<file path="src/rtl/mem_access_ctrl.sv">
// mem_access_ctrl: load/store sequencer on the initiator side of the data cache port.
// Byte/halfword support is built only when MEMCTRL_SUBWORD_EN is defined.
//
// state | meaning
// IDLE  | ready, latches the next request
// READ  | cache read (load, or fetch for a sub-word store)
// WRITE | cache write
// RESP  | response held until resp_ready
module mem_access_ctrl #(
    parameter int N = 32
) (
    input  logic         clk,
    input  logic         rst,
    input  logic         req_valid,
    output logic         req_ready,
    input  logic         req_write,
    input  logic [1:0]   req_size,
    input  logic         req_signed,
    input  logic         req_inst,
    input  logic [N-1:0] req_addr,
    input  logic [N-1:0] req_wdata,
    output logic         resp_valid,
    input  logic         resp_ready,
    output logic [N-1:0] resp_rdata,
    output logic         resp_err,
    output logic [N-1:0] dataAddr,
    output logic [N-1:0] dataIn,
    output logic [1:0]   opType,
    output logic         inst_data,
    input  logic [N-1:0] dataOut
);

    typedef enum logic [1:0] {
        IDLE  = 2'b00,
        READ  = 2'b01,
        WRITE = 2'b10,
        RESP  = 2'b11
    } stateT;

    stateT        state;
    logic [N-1:0] addrQ;
    logic [N-1:0] dataInQ;
    logic [1:0]   sizeQ;
    logic         writeQ;
    logic         signedQ;
    logic         instQ;
    logic         reqErr;
    logic [N-1:0] loadWord;

    assign dataAddr  = {2'b00, addrQ[N-1:2]};
    assign dataIn    = dataInQ;
    assign inst_data = instQ;

`ifdef MEMCTRL_SUBWORD_EN
    logic [N-1:0] mergeWord;
    logic [7:0]   laneByte;
    logic [15:0]  laneHalf;

    // Lanes are little-endian within the 32-bit cache word.
    always_comb begin
        case (addrQ[1:0])
            2'b00:   laneByte = dataOut[7:0];
            2'b01:   laneByte = dataOut[15:8];
            2'b10:   laneByte = dataOut[23:16];
            default: laneByte = dataOut[31:24];
        endcase
        laneHalf = addrQ[1] ? dataOut[31:16] : dataOut[15:0];

        case (sizeQ)
            2'b00:   loadWord = {{(N-8){signedQ & laneByte[7]}}, laneByte};
            2'b01:   loadWord = {{(N-16){signedQ & laneHalf[15]}}, laneHalf};
            default: loadWord = dataOut;
        endcase

        mergeWord = dataOut;
        if (sizeQ == 2'b00) begin
            case (addrQ[1:0])
                2'b00:   mergeWord[7:0]   = dataInQ[7:0];
                2'b01:   mergeWord[15:8]  = dataInQ[7:0];
                2'b10:   mergeWord[23:16] = dataInQ[7:0];
                default: mergeWord[31:24] = dataInQ[7:0];
            endcase
        end else if (addrQ[1]) begin
            mergeWord[31:16] = dataInQ[15:0];
        end else begin
            mergeWord[15:0] = dataInQ[15:0];
        end
    end

    assign reqErr = (req_size == 2'b11)
                 || (req_size == 2'b01 && req_addr[0])
                 || (req_size == 2'b10 && req_addr[1:0] != 2'b00);
`else
    logic unusedBits;

    assign loadWord   = dataOut;
    assign reqErr     = (req_size != 2'b10) || (req_addr[1:0] != 2'b00);
    assign unusedBits = ^{signedQ, sizeQ, writeQ, addrQ[1:0]};
`endif

    always_ff @(posedge clk) begin
        if (rst) begin
            state      <= IDLE;
            req_ready  <= 1'b1;
            resp_valid <= 1'b0;
            resp_rdata <= '0;
            resp_err   <= 1'b0;
            opType     <= 2'b00;
            addrQ      <= '0;
            dataInQ    <= '0;
            sizeQ      <= 2'b00;
            writeQ     <= 1'b0;
            signedQ    <= 1'b0;
            instQ      <= 1'b0;
        end else begin
            case (state)
                IDLE: begin
                    if (req_valid) begin
                        addrQ      <= req_addr;
                        dataInQ    <= req_wdata;
                        sizeQ      <= req_size;
                        writeQ     <= req_write;
                        signedQ    <= req_signed;
                        instQ      <= req_inst;
                        resp_rdata <= '0;
                        req_ready  <= 1'b0;
                        if (reqErr) begin
                            state      <= RESP;
                            resp_valid <= 1'b1;
                            resp_err   <= 1'b1;
                        end else if (req_write && req_size == 2'b10) begin
                            state  <= WRITE;
                            opType <= 2'b10;
                        end else begin
                            state  <= READ;
                            opType <= 2'b01;
                        end
                    end
                end
                READ: begin
`ifdef MEMCTRL_SUBWORD_EN
                    if (writeQ) begin
                        dataInQ <= mergeWord;
                        state   <= WRITE;
                        opType  <= 2'b10;
                    end else begin
                        resp_rdata <= loadWord;
                        resp_valid <= 1'b1;
                        state      <= RESP;
                        opType     <= 2'b00;
                    end
`else
                    resp_rdata <= loadWord;
                    resp_valid <= 1'b1;
                    state      <= RESP;
                    opType     <= 2'b00;
`endif
                end
                WRITE: begin
                    resp_valid <= 1'b1;
                    state      <= RESP;
                    opType     <= 2'b00;
                end
                RESP: begin
                    if (resp_ready) begin
                        resp_valid <= 1'b0;
                        resp_err   <= 1'b0;
                        req_ready  <= 1'b1;
                        state      <= IDLE;
                    end
                end
            endcase
        end
    end

endmodule

</file>
<file path="config.mk">
export PLATFORM = sky130hd
export DESIGN_NAME = mem_access_ctrl
export DESIGN_NICKNAME = d
export VERILOG_FILES = /design/src/rtl/mem_access_ctrl.sv
export SDC_FILE = /design/constraint.sdc
export NUM_CORES = 1
export LEC_CHECK = 0
export CORE_MARGIN = 3
export CORE_UTILIZATION = 41
export CTS_CLUSTER_SIZE = 24
export DETAILED_ROUTE_END_ITERATION = 16
export PLACE_DENSITY = 0.82
export SYNTH_ARGS = -nofsm -noshare
export SYNTH_HDL_FRONTEND = slang
export SYNTH_SLANG_ARGS = --single-unit
</file>
<file path="constraint.sdc">
create_clock -name clk -period 2.7 [get_ports clk]
set_input_delay 0.27 -clock clk [delete_from_list [all_inputs] [get_ports clk]]
set_output_delay 0.27 -clock clk [all_outputs]
set_load 0.005 [all_outputs]
</file>
Yosys cells after proc, flatten, opt, wreduce, memory -nomap -nowiden
Index checks and enable logic that the tools add are counted.

storage, ports and cells
  flip-flop bits (word level) = 104
  input bits = 105
  logic and storage cells = 51

operators by class
  equal/unequal tests = 9
  mux-type cells = 18
  reductions and logical operators = 15

operator list
  operator            count
  $pmux 32 s2         1
  $mux 32             1
  $mux 2              6
  $ne 2x2->1 const B  5
  $reduce_and 3->1    3
  $reduce_bool 2->1   4
  $eq 2x2->1 const B  3
  $pmux 2 s3          1
  $reduce_and 2->1    3
  $mux 1              5
  $pmux 1 s2          2
  $pmux 2 s2          1
  $reduce_and 4->1    1
  $pmux 1 s3          1
  $eq 2x1->1 const B  1
  $logic_not 2->1     1
  $reduce_or 2->1     1
  $logic_and 1x1->1   1
  $logic_or 1x1->1    1

Longest topological paths before layout
  depth after elaboration = 6
  depth in mapped cells = 8

Worst setup path after synthesis
OpenSTA, ideal clock, no wires.

  kind = reg2reg
  from = register state[0]
  to = register resp_rdata[14]
  arrival time = 1594 ps
  path slack = 1041 ps
  stages on the path, launching flop included = 8
  buffers on the path = 2
  cells stage by stage = dfxtp_1 -> inv_1 -> ha_1 -> clkbuf_1 -> mux2i_1 -> clkbuf_1 -> a32oi_1 -> nor2_1

between the ends
  cells in the longest elaborated chain, start to end = 3

ends and longest elaborated chain
  element                                                    RTL line  source
  from (decl)                                                40        stateT state;
  from (signal assigned)                                     103       state <= IDLE;
  from (signal assigned)                                     128       state <= RESP;
  from (signal assigned)                                     132       state <= WRITE;
  $eq 2x1->1 or $logic_not 2->1 (tied branches)              116       case (state)
  $reduce_bool 2->1 (no line) or $ne 2x2->1 (tied branches)  -
  $reduce_and 2->1 (no line)                                 -
  to (signal assigned)                                       153       resp_rdata <= loadWord;
  to (decl)                                                  24        output logic [N-1:0] resp_rdata,

Several ways; a longest one is shown, not always the timed one.
A chain may end at the register's enable or synchronous reset.

Worst setup path after layout
  from = register state[1]
  to = register req_ready

between the ends
  cells in the longest elaborated chain, start to end = 3

ends and longest elaborated chain
  element                                                    RTL line  source
  $eq 2x2->1 or $logic_not 2->1 (tied branches)              116
  $ne 2x2->1 (no line) or $reduce_bool 2->1 (tied branches)  -
  $reduce_and 3->1 (no line)                                 -
  to (signal assigned)                                       104       req_ready <= 1'b1;
  to (signal assigned)                                       126       req_ready <= 1'b0;
  to (signal assigned)                                       168       req_ready <= 1'b1;
  to (decl)                                                  15        output logic req_ready,

Several ways; a longest one is shown, not always the timed one.

==> reports/metrics.cfg <==
[floorplan]
ios = 207
fp.dieW_microns = 101
die_area_sq_um = 10100
rows = 33
chipHeight_microns = 101
initial_utilization_pct = 43.4
coreArea_sq_um = 8460

[global_route]
grt_usage_pct = 21.0
grt_pass1_wl_microns = 17400
antenna_found_initial = 0
grt_max_degree = 63
grt_overflow = 0
grt_pass1_vias = 3637

[finish]
area.growth.synth_to_final_pct = 61.6
final_util_pct = 70.1
drive_gt1_share_pct = 4.79
final_nets = 729
n_antenna_cell = 0
layout.cells.non_filler = 731

[pwr]
p_total_mw = 4.42
power_frac_clock_pct = 19.3
vdd_drop_max_v = 0.000402
pwr_density_cell_nw_per_um2 = 745
internal_power_mw = 2.95
switchingPower_mw = 1.47
p_leak_nw = 2.16
p_comb_share_pct = 38.0
p_sw_share_pct = 33.2
seq_power_share_pct = 42.8

[routing]
routed_wl_microns = 11100
routed_via_density = 5.14
antenna_left = 0
firstDrtPassIters = 4
drt_first_iter_violations = 135
avgRoutedWirePerCell_microns = 15.2
drc = 0
vias = 3757

[clock_tree]
clock-sinks = 102
htreeDepth = 3
cts_tree = built
cts.path.max_buffers = 2
root_buffer = clkbuf_8
post_cts_buffers = 0
post_cts_resize_count = 0
path_clk_slew_ps = 100
clkLatencyLatePin_ps = 350
cts_buffers = 9
hold_buffers = 0

[worst_setup_path]
crit_type = flop to flop
crit_required_ps = 2940
critical_path_arrival_ps = 2140
r2r-start = state[1]
startpoint = state[1]
cp-end-kind = flop
reg2reg_slack_ps = 800
worstSetupStartpointType = flop
endpoint = req_ready
crit_fanout = 33
r2r-end = req_ready
ff2ff_path_depth = 6

[sta]
fin_setup_tns_ps = 0
hold_viol = 0
skew_ps = 12.5
finalMaxSlewViolations = 0
fin_crit_sh_pct = 70.4
tightest_slew_ps = 618
fmax_mhz = 526
rsz0062_at_grt = no
whs_ps = 420
setup_viol = 0
maxSlewHeadroom_pct = 58.8
min_period_ps = 1900

[yosys]
ys_ff_latch = 102
synthTopCellsByArea = dfxtp_1, nand2_1, a21oi_1, a32oi_1, nor2_1
synth_flop_cell = dfxtp_1
synth_top_area_share_pct = 55.6
ys_warn_count = 0
yosysUniqueCellTypes = 31
synth_edf_count = 0
synth_most_common_cell = nand2_1
netlist_area_sq_um = 3670
ys_async_sr_fraction_pct = 0
synth_commonest_cells = nand2_1, dfxtp_1, a21oi_1
synth.avg_cell_area_sq_um = 8.44
seq_area_frac_synth_pct = 55.6
synthesis.instances = 435
yosys.area.top_type = dfxtp_1

[placed_design]
routabilityCongestion = 0.748
hpwlAfterDp_microns = 7950
numPortBuffers = 203
dp_cells = 715

[job]
drv_cap = 0

[outcome]
outcome = finished, final reports clean

[min_path]
hold_class = input pin to flop

==> power by group through the flow <==
stage          Clock (mW)  Combinational (mW)  Sequential (mW)
5_1_grt             0.942                1.85             1.92
3_3_place_gp            0                1.64             1.91
3_5_place_dp            0                1.68             1.92
6_report            0.851                1.68             1.89
4_1_cts             0.871                1.69             1.89
2_1_floorplan           0               0.804             1.94
==> placed cells by master (no fill, tap or decap), drive strengths merged, types with 4 or more instances in the layout <==
cell           Yosys  routed
clkdlybuf4s50      0     202
nand2            130     130
dfxtp            102     102
a21oi             64      64
nor2              34      34
a32oi             32      32
clkbuf            26      12
buf               13      11
inv                4       4
nand3              4       4
==> sequential cells by signal, summed over array words and instances (netlist names) <==
| name | count |
|---|---|
| req_ready | 1 |
| state | 2 |
| resp_rdata | 32 |
| resp_valid | 1 |
| opType | 2 |
| dataIn | 32 |
| resp_err | 1 |
| addrQ | 30 |
| inst_data | 1 |
==> layer usage <==
layer	routed length, microns	global-route usage (%)	vias to the layer above
met1	4490	25.0	1730
met5	0	0	-
li1	-	-	1838
met4	230	5.60	0
met2	5420	36.1	166
met3	998	7.34	23
==> cell families (layout without fill, tap and decap cells) <==
group / count (synthesis) / in the layout / share of synthesized area (%)
AOI/OAI and AO/OA: 107 / 107 / 19.0
adders and majority gates: 3 / 3 / 1.02
buffers and inverters: 43 / 233 / 4.63
DFF: 102 / 102 / 55.6
muxes: 1 / 1 / 0.273
other: 1 / 2 / 0.102
and+or+nand+nor: 178 / 178 / 19.4
==> final cells by class <==
class | instances | area, sq um
tap | 105 | 131
clock inverter | 4 | 22.5
multi-input combinational | 291 | 1470
sequential | 102 | 2040
fill | 662 | 2530
timing repair buffer | 213 | 2100
clock buffer | 12 | 145
inverter | 4 | 15.0
==> worst min-delay path by stage <==
stage                     cells after the start             end    startpoint
final                                         2       addrQ[17]           rst
after global routing                          2  resp_rdata[15]           rst
after detailed placement                      2        addrQ[9]      addrQ[9]
after floorplan                               2       addrQ[10]  req_addr[10]
after CTS                                     2  resp_rdata[15]           rst
after global placement                        2      dataIn[18]    dataIn[18]
==> critical path, stage by stage (launching register included) <==
cell and delay [ps]:
dfxtp_1 330, inv_1 90, ha_1 430, and2_2 240, buf_4 320, nand2_1 90, a221o_1 290
==> per-stage QoR <==
step	area [sq um]	worst slack, ps
after global placement	5760	755
after detailed placement	5760	742
after CTS	5930	797
after global routing	5930	655
after floorplan	3670	1040
final	5930	800
(Power assumes the default switching activity.)
